==> config.mk <==
export PLATFORM = sky130hd
export DESIGN_NAME = vfpu_stream_engine
export DESIGN_NICKNAME = d
export VERILOG_FILES = /design/src/rtl/vfpu_stream_engine.sv
export SDC_FILE = /design/constraint.sdc
export NUM_CORES = 1
export LEC_CHECK = 0
export CORE_MARGIN = 10
export CORE_UTILIZATION = 50
export CTS_CLUSTER_DIAMETER = 40
export DETAILED_ROUTE_END_ITERATION = 7
export DONT_BUFFER_PORTS = 1
export SLEW_MARGIN = 15
export SYNTH_ARGS = -nofsm -noshare
export SYNTH_HDL_FRONTEND = slang
export SYNTH_SLANG_ARGS = --single-unit
==> constraint.sdc <==
create_clock -name clk_i -period 3.7 [get_ports clk_i]
set_input_delay 0.37 -clock clk_i [delete_from_list [all_inputs] [get_ports clk_i]]
set_output_delay 0.37 -clock clk_i [all_outputs]
set_load 0.03 [all_outputs]
==> src/rtl/vfpu_stream_engine.sv <==
// Joins operand streams A/B, issues pairs to a fixed-latency FPU and buffers results in a credit-protected FWFT FIFO.
// Issue only when FIFO space covers all in-flight results; done_o pulses once the programmed count has been delivered.
module vfpu_stream_engine #(
  parameter int DATA_WIDTH  = 32,
  parameter int FPU_LATENCY = 3,
  parameter int FIFO_DEPTH  = 4,
  parameter int CNT_WIDTH   = 16
) (
  input  logic                  clk_i,
  input  logic                  rst_i,
  input  logic                  clear_i,
  input  logic                  start_i,
  input  logic                  operation_i,
  input  logic [CNT_WIDTH-1:0]  n_elem_i,
  input  logic                  a_valid_i,
  input  logic [DATA_WIDTH-1:0] a_data_i,
  output logic                  a_ready_o,
  input  logic                  b_valid_i,
  input  logic [DATA_WIDTH-1:0] b_data_i,
  output logic                  b_ready_o,
  output logic                  fpu_valid_o,
  output logic                  fpu_op_o,
  output logic [DATA_WIDTH-1:0] fpu_a_o,
  output logic [DATA_WIDTH-1:0] fpu_b_o,
  input  logic [DATA_WIDTH-1:0] fpu_result_i,
  output logic                  r_valid_o,
  output logic [DATA_WIDTH-1:0] r_data_o,
  input  logic                  r_ready_i,
  output logic                  busy_o,
  output logic                  done_o
);

  localparam int PTR_W = (FIFO_DEPTH > 1) ? $clog2(FIFO_DEPTH) : 1;
  localparam int CW    = $clog2(FIFO_DEPTH + 1);
  localparam logic [CW:0]      DEPTH_L = (CW+1)'(FIFO_DEPTH);
  localparam logic [PTR_W-1:0] PTR_MAX = PTR_W'(FIFO_DEPTH - 1);

  if (FPU_LATENCY < 1) begin : g_lat_chk
    $error("FPU_LATENCY must be at least 1");
  end
  if (FIFO_DEPTH < FPU_LATENCY + 1) begin : g_depth_chk
    $error("FIFO_DEPTH must be at least FPU_LATENCY+1");
  end

  typedef enum logic [1:0] {S_IDLE, S_RUN, S_DRAIN} state_e;

  state_e                 state_q, state_d;
  logic                   op_q, op_d;
  logic                   done_q, done_d;
  logic [CNT_WIDTH-1:0]   n_q, n_d;
  logic [CNT_WIDTH-1:0]   issued_cnt_q, issued_cnt_d;
  logic [CNT_WIDTH-1:0]   out_cnt_q, out_cnt_d;
  logic [FPU_LATENCY-1:0] sr_q, sr_d;
  logic [CW-1:0]          inflight_q, inflight_d;
  logic [CW-1:0]          fifo_cnt_q, fifo_cnt_d;
  logic [PTR_W-1:0]       wr_ptr_q, wr_ptr_d;
  logic [PTR_W-1:0]       rd_ptr_q, rd_ptr_d;
  logic [DATA_WIDTH-1:0]  mem_q [FIFO_DEPTH];

  logic issue, retire, pop, credit_ok, start_ok;

  // Credit: every in-flight result already owns a FIFO slot, so a retire can never find the FIFO full.
  always_comb begin
    pop       = (fifo_cnt_q != '0) & r_ready_i;
    credit_ok = (({1'b0, fifo_cnt_q} + {1'b0, inflight_q}) - {{CW{1'b0}}, pop}) < DEPTH_L;
    issue     = (state_q == S_RUN) & a_valid_i & b_valid_i & (issued_cnt_q != n_q) & credit_ok;
    retire    = sr_q[FPU_LATENCY-1];
    start_ok  = (state_q == S_IDLE) & start_i;
  end

  assign a_ready_o   = issue;
  assign b_ready_o   = issue;
  assign fpu_valid_o = issue;
  assign fpu_op_o    = op_q;
  assign fpu_a_o     = issue ? a_data_i : '0;
  assign fpu_b_o     = issue ? b_data_i : '0;
  assign r_valid_o   = (fifo_cnt_q != '0);
  assign r_data_o    = r_valid_o ? mem_q[rd_ptr_q] : '0;
  assign busy_o      = (state_q != S_IDLE);
  assign done_o      = done_q;

  always_comb begin
    state_d = state_q;
    op_d    = op_q;
    n_d     = n_q;
    done_d  = 1'b0;
    unique case (state_q)
      S_IDLE: begin
        if (start_i) begin
          op_d = operation_i;
          n_d  = n_elem_i;
          if (n_elem_i == '0) done_d  = 1'b1;
          else                state_d = S_RUN;
        end
      end
      S_RUN: begin
        if (issue && (issued_cnt_q + CNT_WIDTH'(1) == n_q)) state_d = S_DRAIN;
      end
      S_DRAIN: begin
        if (pop && (out_cnt_q + CNT_WIDTH'(1) == n_q)) begin
          state_d = S_IDLE;
          done_d  = 1'b1;
        end
      end
      default: state_d = S_IDLE;
    endcase
  end

  always_comb begin
    issued_cnt_d = start_ok ? '0 : issued_cnt_q + CNT_WIDTH'(issue);
    out_cnt_d    = start_ok ? '0 : out_cnt_q + CNT_WIDTH'(pop);
    sr_d         = sr_q << 1;
    sr_d[0]      = issue;
    inflight_d   = inflight_q;
    unique case ({issue, retire})
      2'b10:   inflight_d = inflight_q + CW'(1);
      2'b01:   inflight_d = inflight_q - CW'(1);
      default: inflight_d = inflight_q;
    endcase
    fifo_cnt_d = fifo_cnt_q;
    unique case ({retire, pop})
      2'b10:   fifo_cnt_d = fifo_cnt_q + CW'(1);
      2'b01:   fifo_cnt_d = fifo_cnt_q - CW'(1);
      default: fifo_cnt_d = fifo_cnt_q;
    endcase
    wr_ptr_d = wr_ptr_q;
    if (retire) wr_ptr_d = (wr_ptr_q == PTR_MAX) ? '0 : wr_ptr_q + PTR_W'(1);
    rd_ptr_d = rd_ptr_q;
    if (pop) rd_ptr_d = (rd_ptr_q == PTR_MAX) ? '0 : rd_ptr_q + PTR_W'(1);
  end

  always_ff @(posedge clk_i) begin
    if (rst_i || clear_i) begin
      state_q      <= S_IDLE;
      op_q         <= 1'b0;
      n_q          <= '0;
      done_q       <= 1'b0;
      issued_cnt_q <= '0;
      out_cnt_q    <= '0;
      sr_q         <= '0;
      inflight_q   <= '0;
      fifo_cnt_q   <= '0;
      wr_ptr_q     <= '0;
      rd_ptr_q     <= '0;
    end else begin
      assert (!(retire && (fifo_cnt_q == CW'(FIFO_DEPTH))));
      state_q      <= state_d;
      op_q         <= op_d;
      n_q          <= n_d;
      done_q       <= done_d;
      issued_cnt_q <= issued_cnt_d;
      out_cnt_q    <= out_cnt_d;
      sr_q         <= sr_d;
      inflight_q   <= inflight_d;
      fifo_cnt_q   <= fifo_cnt_d;
      wr_ptr_q     <= wr_ptr_d;
      rd_ptr_q     <= rd_ptr_d;
    end
  end

  // Storage is never reset; the read port is gated by r_valid_o so stale words stay hidden.
  always_ff @(posedge clk_i) begin
    if (retire) mem_q[wr_ptr_q] <= fpu_result_i;
  end

endmodule

# Word level (Yosys, flattened, before mapping)
# Memory sizes are Yosys's and may differ from the RTL's. A register that Yosys moved wholly into a read port is not among the register bits.
# Cells that the tools add are included.
[classes]
bitwise_logic = 6
magnitude_cmp = 1
n_reduce_logical = 12
add_sub_neg = 12
n_eq_ne = 15
muxes = 20
[op_table]
columns = ["cell", "n"]
rows = [
  ["two-way mux 32 bit", 3],
  ["adder 16 x 1 -> 16 bit", 2],
  ["adder 16 x 1 -> 16 bit (second input constant)", 2],
  ["equality test 16 bit", 2],
  ["logical NOT 16 bit", 1],
  ["two-way mux 2 bit", 8],
  ["inequality test 16 bit", 1],
  ["case mux 3 bit (2 select lines)", 2],
  ["equality test 2 bit (second input constant)", 5],
  ["adder 3 x 1 -> 3 bit (second input constant)", 2],
  ["AND 1 bit", 6],
  ["equality test 2 x 1 -> 1 bit (second input constant)", 3],
  ["inequality test 2 bit (second input constant)", 3],
  ["case mux 2 bit (3 select lines)", 1],
  ["nonzero test 2 bit", 3],
  ["subtractor 3 x 1 -> 3 bit (second input constant)", 2],
  ["two-way mux 1 bit", 5],
  ["adder 2 x 1 -> 2 bit (second input constant)", 2],
  ["adder 3 x 3 -> 4 bit", 1],
  ["less-than comparator 4 x 3 -> 1 bit (second input constant)", 1],
  ["AND reduction 4 bit", 1],
  ["subtractor 4 x 1 -> 4 bit", 1],
  ["nonzero test 3 bit", 1],
  ["logical AND 1 bit", 2],
  ["other kinds (6)", 6],
]
[totals]
wordCells = 78
output_inout_bits = 103
memories = 1
regBits = 65
ram_bits = 128
[memory_table]
columns = ["name", "depth", "word_bits", "rd", "rd_ports_with_merged_regs", "wr", "line", "rtl"]
rows = [
  ["mem_q", 4, 32, 1, 1, 1, "58", "logic [DATA_WIDTH-1:0] mem_q [FIFO_DEPTH];"],
]

# Longest topological paths before layout
[logic_depth]
word_depth = 8
ltp_mapped = 17
mapped_depth_nobuf = 16

# Least setup slack after synthesis
# Ideal clock, no wire load.
[synth_path]
kind = "reg2reg"
start = "register fifo_cnt_q[1]"
end = "register issued_cnt_q[14]"
arrival_time_ps = 3379
path_slack_ps = 194
period_less_slack_ps = 3506
t_required_ps = 3572
path_buffers = 1
stages_incl_launch_ff = 17
cell_sequence = "dfxtp_1 > inv_1 > ha_1 > inv_1 > ha_1 > a31oi_1 > mux2i_1 > nor3_1 > clkbuf_1 > ha_1 > ha_1 > and3_1 > nand3_1 > nor2_1 > nand4_1 > xor2_1 > nor2_1"
[synth_between]
elab_chain_cells = 6
[synth_lines]
columns = ["element", "line", "rtl"]
rows = [
  ["from (decl)", "55", "logic [CW-1:0] fifo_cnt_q, fifo_cnt_d;"],
  ["from (signal assigned)", "155", "fifo_cnt_q <= fifo_cnt_d;"],
  ["branches (longest 2 deep; another with adder 3 x 3 -> 4 bit)", "-", ""],
  ["subtractor 4 x 1 -> 4 bit *", "65", "credit_ok = (({1'b0, fifo_cnt_q} + {1'b0, inflight_q}) - {{CW{1'b0}}, pop}) < DEPTH_L;"],
  ["less-than comparator 4 x 3 -> 1 bit *", "65", ""],
  ["AND 1 bit *", "66", "issue = (state_q == S_RUN) & a_valid_i & b_valid_i & (issued_cnt_q != n_q) & credit_ok;"],
  ["named net a_ready_o", "17", "output logic a_ready_o,"],
  ["adder 16 x 1 -> 16 bit *", "110", "issued_cnt_d = start_ok ? '0 : issued_cnt_q + CNT_WIDTH'(issue);"],
  ["to (signal assigned)", "151", "issued_cnt_q <= issued_cnt_d;"],
  ["to (decl)", "51", "logic [CNT_WIDTH-1:0] issued_cnt_q, issued_cnt_d;"],
]
# Mark *: on every way through the listed nets, which the timed path passes.
# A chain may end at the register's enable or synchronous reset.

# Final worst setup path
[layout_path]
start = "register fifo_cnt_q[1]"
end = "output port fpu_b_o[19]"
[layout_between]
elab_chain_cells = 6
[layout_lines]
columns = ["element", "line", "rtl"]
rows = [
  ["branches (longest 2 deep; another with adder 3 x 3 -> 4 bit)", "-", ""],
  ["subtractor 4 x 1 -> 4 bit *", "65", ""],
  ["less-than comparator 4 x 3 -> 1 bit *", "65", ""],
  ["AND 1 bit *", "66", ""],
  ["named net a_ready_o", "17", ""],
  ["two-way mux 32 bit *", "76", "assign fpu_b_o = issue ? b_data_i : '0;"],
  ["to (decl)", "24", "output logic [DATA_WIDTH-1:0] fpu_b_o,"],
]
# Marks and branches as above.

==> impl_metrics.csv <==
group,metric,value,unit
clocking,cts.sinks,195,
clocking,cts-hold-fix-buffers,0,
sta,setup_viol_count_final,0,
synth,synth_seq_cells,195,
setup_path,reg2reg_depth,15,
route,routed-wl-met2,11.4,mm
setup_path,reg2reg_slack,0.32,ns
route,routed-wl-met3,1.65,mm
clocking,cts_tree,"built",
route,drt_first_pass_iters,5,
pwr,finalPower,4.26,mW
pwr,p_per_area,422,nW/um^2
synth,yosysWarnings,0,
final_layout,area_growth,8.28,%
run,cap_viol_max_count,0,
route,top_layer,"met4",
floorplanning,die_x,157,um
route,drcViolationCount,0,
clocking,cts_buffers,17,
sta,hold_viol,0,
synth,ys_top_cells_by_area,"edfxtp_1, dfxtp_1, mux4_2, and2_1, xnor2_1",
route,wl_met1,8.80,mm
worst_hold_path,worstHoldPathType,"in2reg",
setup_path,worstSetupPathType,"reg2out",
clocking,clk_path_buf_depth,2,
grt,grt_max_degree,68,
setup_path,r2r-start,"fifo_cnt_q[1]",
synth,yosysMostFrequentCell,"edfxtp_1",
floorplanning,fp.coreArea,18100,sq um
pwr,p_leak,3.34,nW
sta,slew_headroom,0.302,
grt,antenna_found_initial,7,
clocking,root_buffer,"clkbuf_16",
floorplanning,rows,49,
synth,synthesis.nets,911,
synth,synth_area_leader_cell,"edfxtp_1",
final_layout,nFillCells,1470,
synth,yosys_most_used_dff,"edfxtp_1",
grt,grt_pass1_wl,34.0,mm
grt,overflow,0,
sta,final.min_clock_period,3.48,ns
sta,max_freq,0.287,GHz
setup_path,worstPathMaxFanout,67,
placement,hpwl,16.8,mm
final_layout,final_cells,997,
sta,period_share,0.942,
clocking,clock_latency,0.43,ns
synth,yosysTopAreaCellShare,0.412,
synth,synth.distinct_cells,57,
grt,grt_use_total,0.181,
route,wl,22.4,mm
setup_path,endpoint_kind,"output port",
final_layout,final_nets,891,
floorplanning,die_h,157,um
placement,place_inst,964,
sta,rsz0062_at_grt,"no",
synth,async_flop_share,0,
synth,synthCells,774,
pwr,irDropWorstVdd,0.000323,V
sta,skew,0.0130,ns
route,vias_per_cell,5.77,
outcome,status,"finished, final reports clean",
synth,synth-edff-count,128,
sta,timing.setup.tns,0,ns
synth,synth_commonest_cells,"edfxtp_1, and2_1, dfxtp_1, nor2_1, nand2_1",
setup_path,critPathRequiredTime,3.33,ns
clocking,h-tree-depth,4,
worst_hold_path,whs_path_depth,0,
floorplanning,dieArea,24500,sq um
route,wire_per_inst,22.4,um
final_layout,drive_above_1_share,0.123,
route,via_count,5757,
setup_path,startpoint_type,"register",
clocking,clkTransAtPathRegs,0.08,ns
route,antenna_left,0,
synth,synth-seq-area-share,0.556,
sta,tightestPinTransition,1.04,ns
clocking,post_cts_buffers,0,
worst_hold_path,hold_end,"mem_q[0][29]",
floorplanning,start_util,0.514,
sta,drv_slew,0,
grt,grt_pass1_vias,5933,
setup_path,cp_data_arrival_time,3.11,ns
setup_path,r2r-end,"issued_cnt_q[14]",
floorplanning,ios,223,
synth,synth_area,9320,sq um
route,first_iter_violations,398,
synth,syn_area_per_cell,12.0,sq um
placement,io_buffers,0,
worst_hold_path,hp-start,"fpu_result_i[29]",
placement,routabilityCongestion,0.937,
==> flip-flops by register name, indices dropped and copies added, names as in the netlist, named ones only <==
name and count:
done_o 1, fifo_cnt_q 3, fpu_op_o 1, inflight_q 3
issued_cnt_q 16, mem_q 128, n_q 16, out_cnt_q 16
rd_ptr_q 2, sr_q 3, state_q 2, wr_ptr_q 2
==> power by group <==
group          total [mW]  switching [mW]  leakage (nW)  internal, mW
sequential           2.33          0.0119          1.69          2.32
combinational      0.0995          0.0689          1.35        0.0305
clock                1.83           0.911         0.293         0.918
total                4.26           0.991          3.34          3.27
==> cell type report <==
| class | count | area (sq um) | area share |
|---|---|---|---|
| antenna | 1 | 2.50 | 0.000248 |
| clock buffer | 17 | 425 | 0.0422 |
| clock inverter | 15 | 179 | 0.0177 |
| inverter | 20 | 75.1 | 0.00744 |
| multi-input combinational | 508 | 3840 | 0.381 |
| sequential | 195 | 5190 | 0.514 |
| tap | 229 | 287 | 0.0284 |
| timing repair buffer | 12 | 93.8 | 0.00930 |
==> through the flow <==
step            util  hold WS (ns)  setup slack (ns)  instance area, sq um
6_report       0.556        0.0267             0.216                 10100
5_1_grt        0.556       0.00251            0.0340                 10100
4_1_cts        0.556       0.00721            0.0471                 10100
3_5_place_dp   0.522         0.425             0.367                  9480
3_3_place_gp   0.522         0.415             0.538                  9480
2_1_floorplan      -         0.406             0.194                  9320
==> kinds of logic (layout without fill, tap and decap cells) <==
logic type | Yosys count | after routing | synth area share
other | 0 | 1 | 0
DFF | 195 | 195 | 0.556
xor gates and xnor gates | 73 | 73 | 0.0686
adders and majority gates | 17 | 17 | 0.0244
muxes | 38 | 38 | 0.0838
buffers and inverters | 71 | 64 | 0.0329
AOI/OAI and AO/OA | 67 | 67 | 0.0463
and+or+nand+nor | 313 | 313 | 0.188
==> routing by layer <==
metal | GRT usage | vias to the layer above
li1 | - | 2709
met1 | 0.200 | 2774
met2 | 0.318 | 238
met3 | 0.0554 | 36
met4 | 0.0742 | 0
met5 | 0 | -
==> worst max-delay path by stage <==
stage | end | slack (ns) | startpoint | depth (start not counted)
final | fpu_b_o[19] | 0.22 | fifo_cnt_q[1] | 9
after global routing | fpu_b_o[19] | 0.03 | fifo_cnt_q[1] | 9
after CTS | fpu_b_o[19] | 0.05 | fifo_cnt_q[1] | 9
after detailed placement | issued_cnt_q[14] | 0.37 | fifo_cnt_q[1] | 15
after global placement | issued_cnt_q[14] | 0.54 | fifo_cnt_q[1] | 15
after floorplan | issued_cnt_q[14] | 0.19 | fifo_cnt_q[1] | 16
==> critical path, cell delays in order (launching register included) <==
cell and delay, ns:
dfxtp_1 0.39, inv_1 0.12, ha_1 0.29, inv_1 0.04, ha_1 0.28, a31oi_1 0.20, mux2i_1 0.11, nor3_2 0.36
buf_6 0.45, and2_1 0.44
==> layout by cell type (no fill, tap or decap), drive strengths merged, types with 25 or more instances in the layout <==
master,Yosys,routed
mux4,32,32
inv,20,27
xor2,25,25
and2,108,108
nand2,51,51
dfxtp,67,67
nor2,56,56
edfxtp,128,128
a21oi,29,29
xnor2,48,48
==> timing repair <==
| item | CTS | global route |
|---|---|---|
| setup endpoints to repair | 0 | 64 |
| resized for setup | 0 | 1 |
| hold endpoints to repair | 0 | 0 |
No activity file was read; power rests on OpenSTA's default activity.
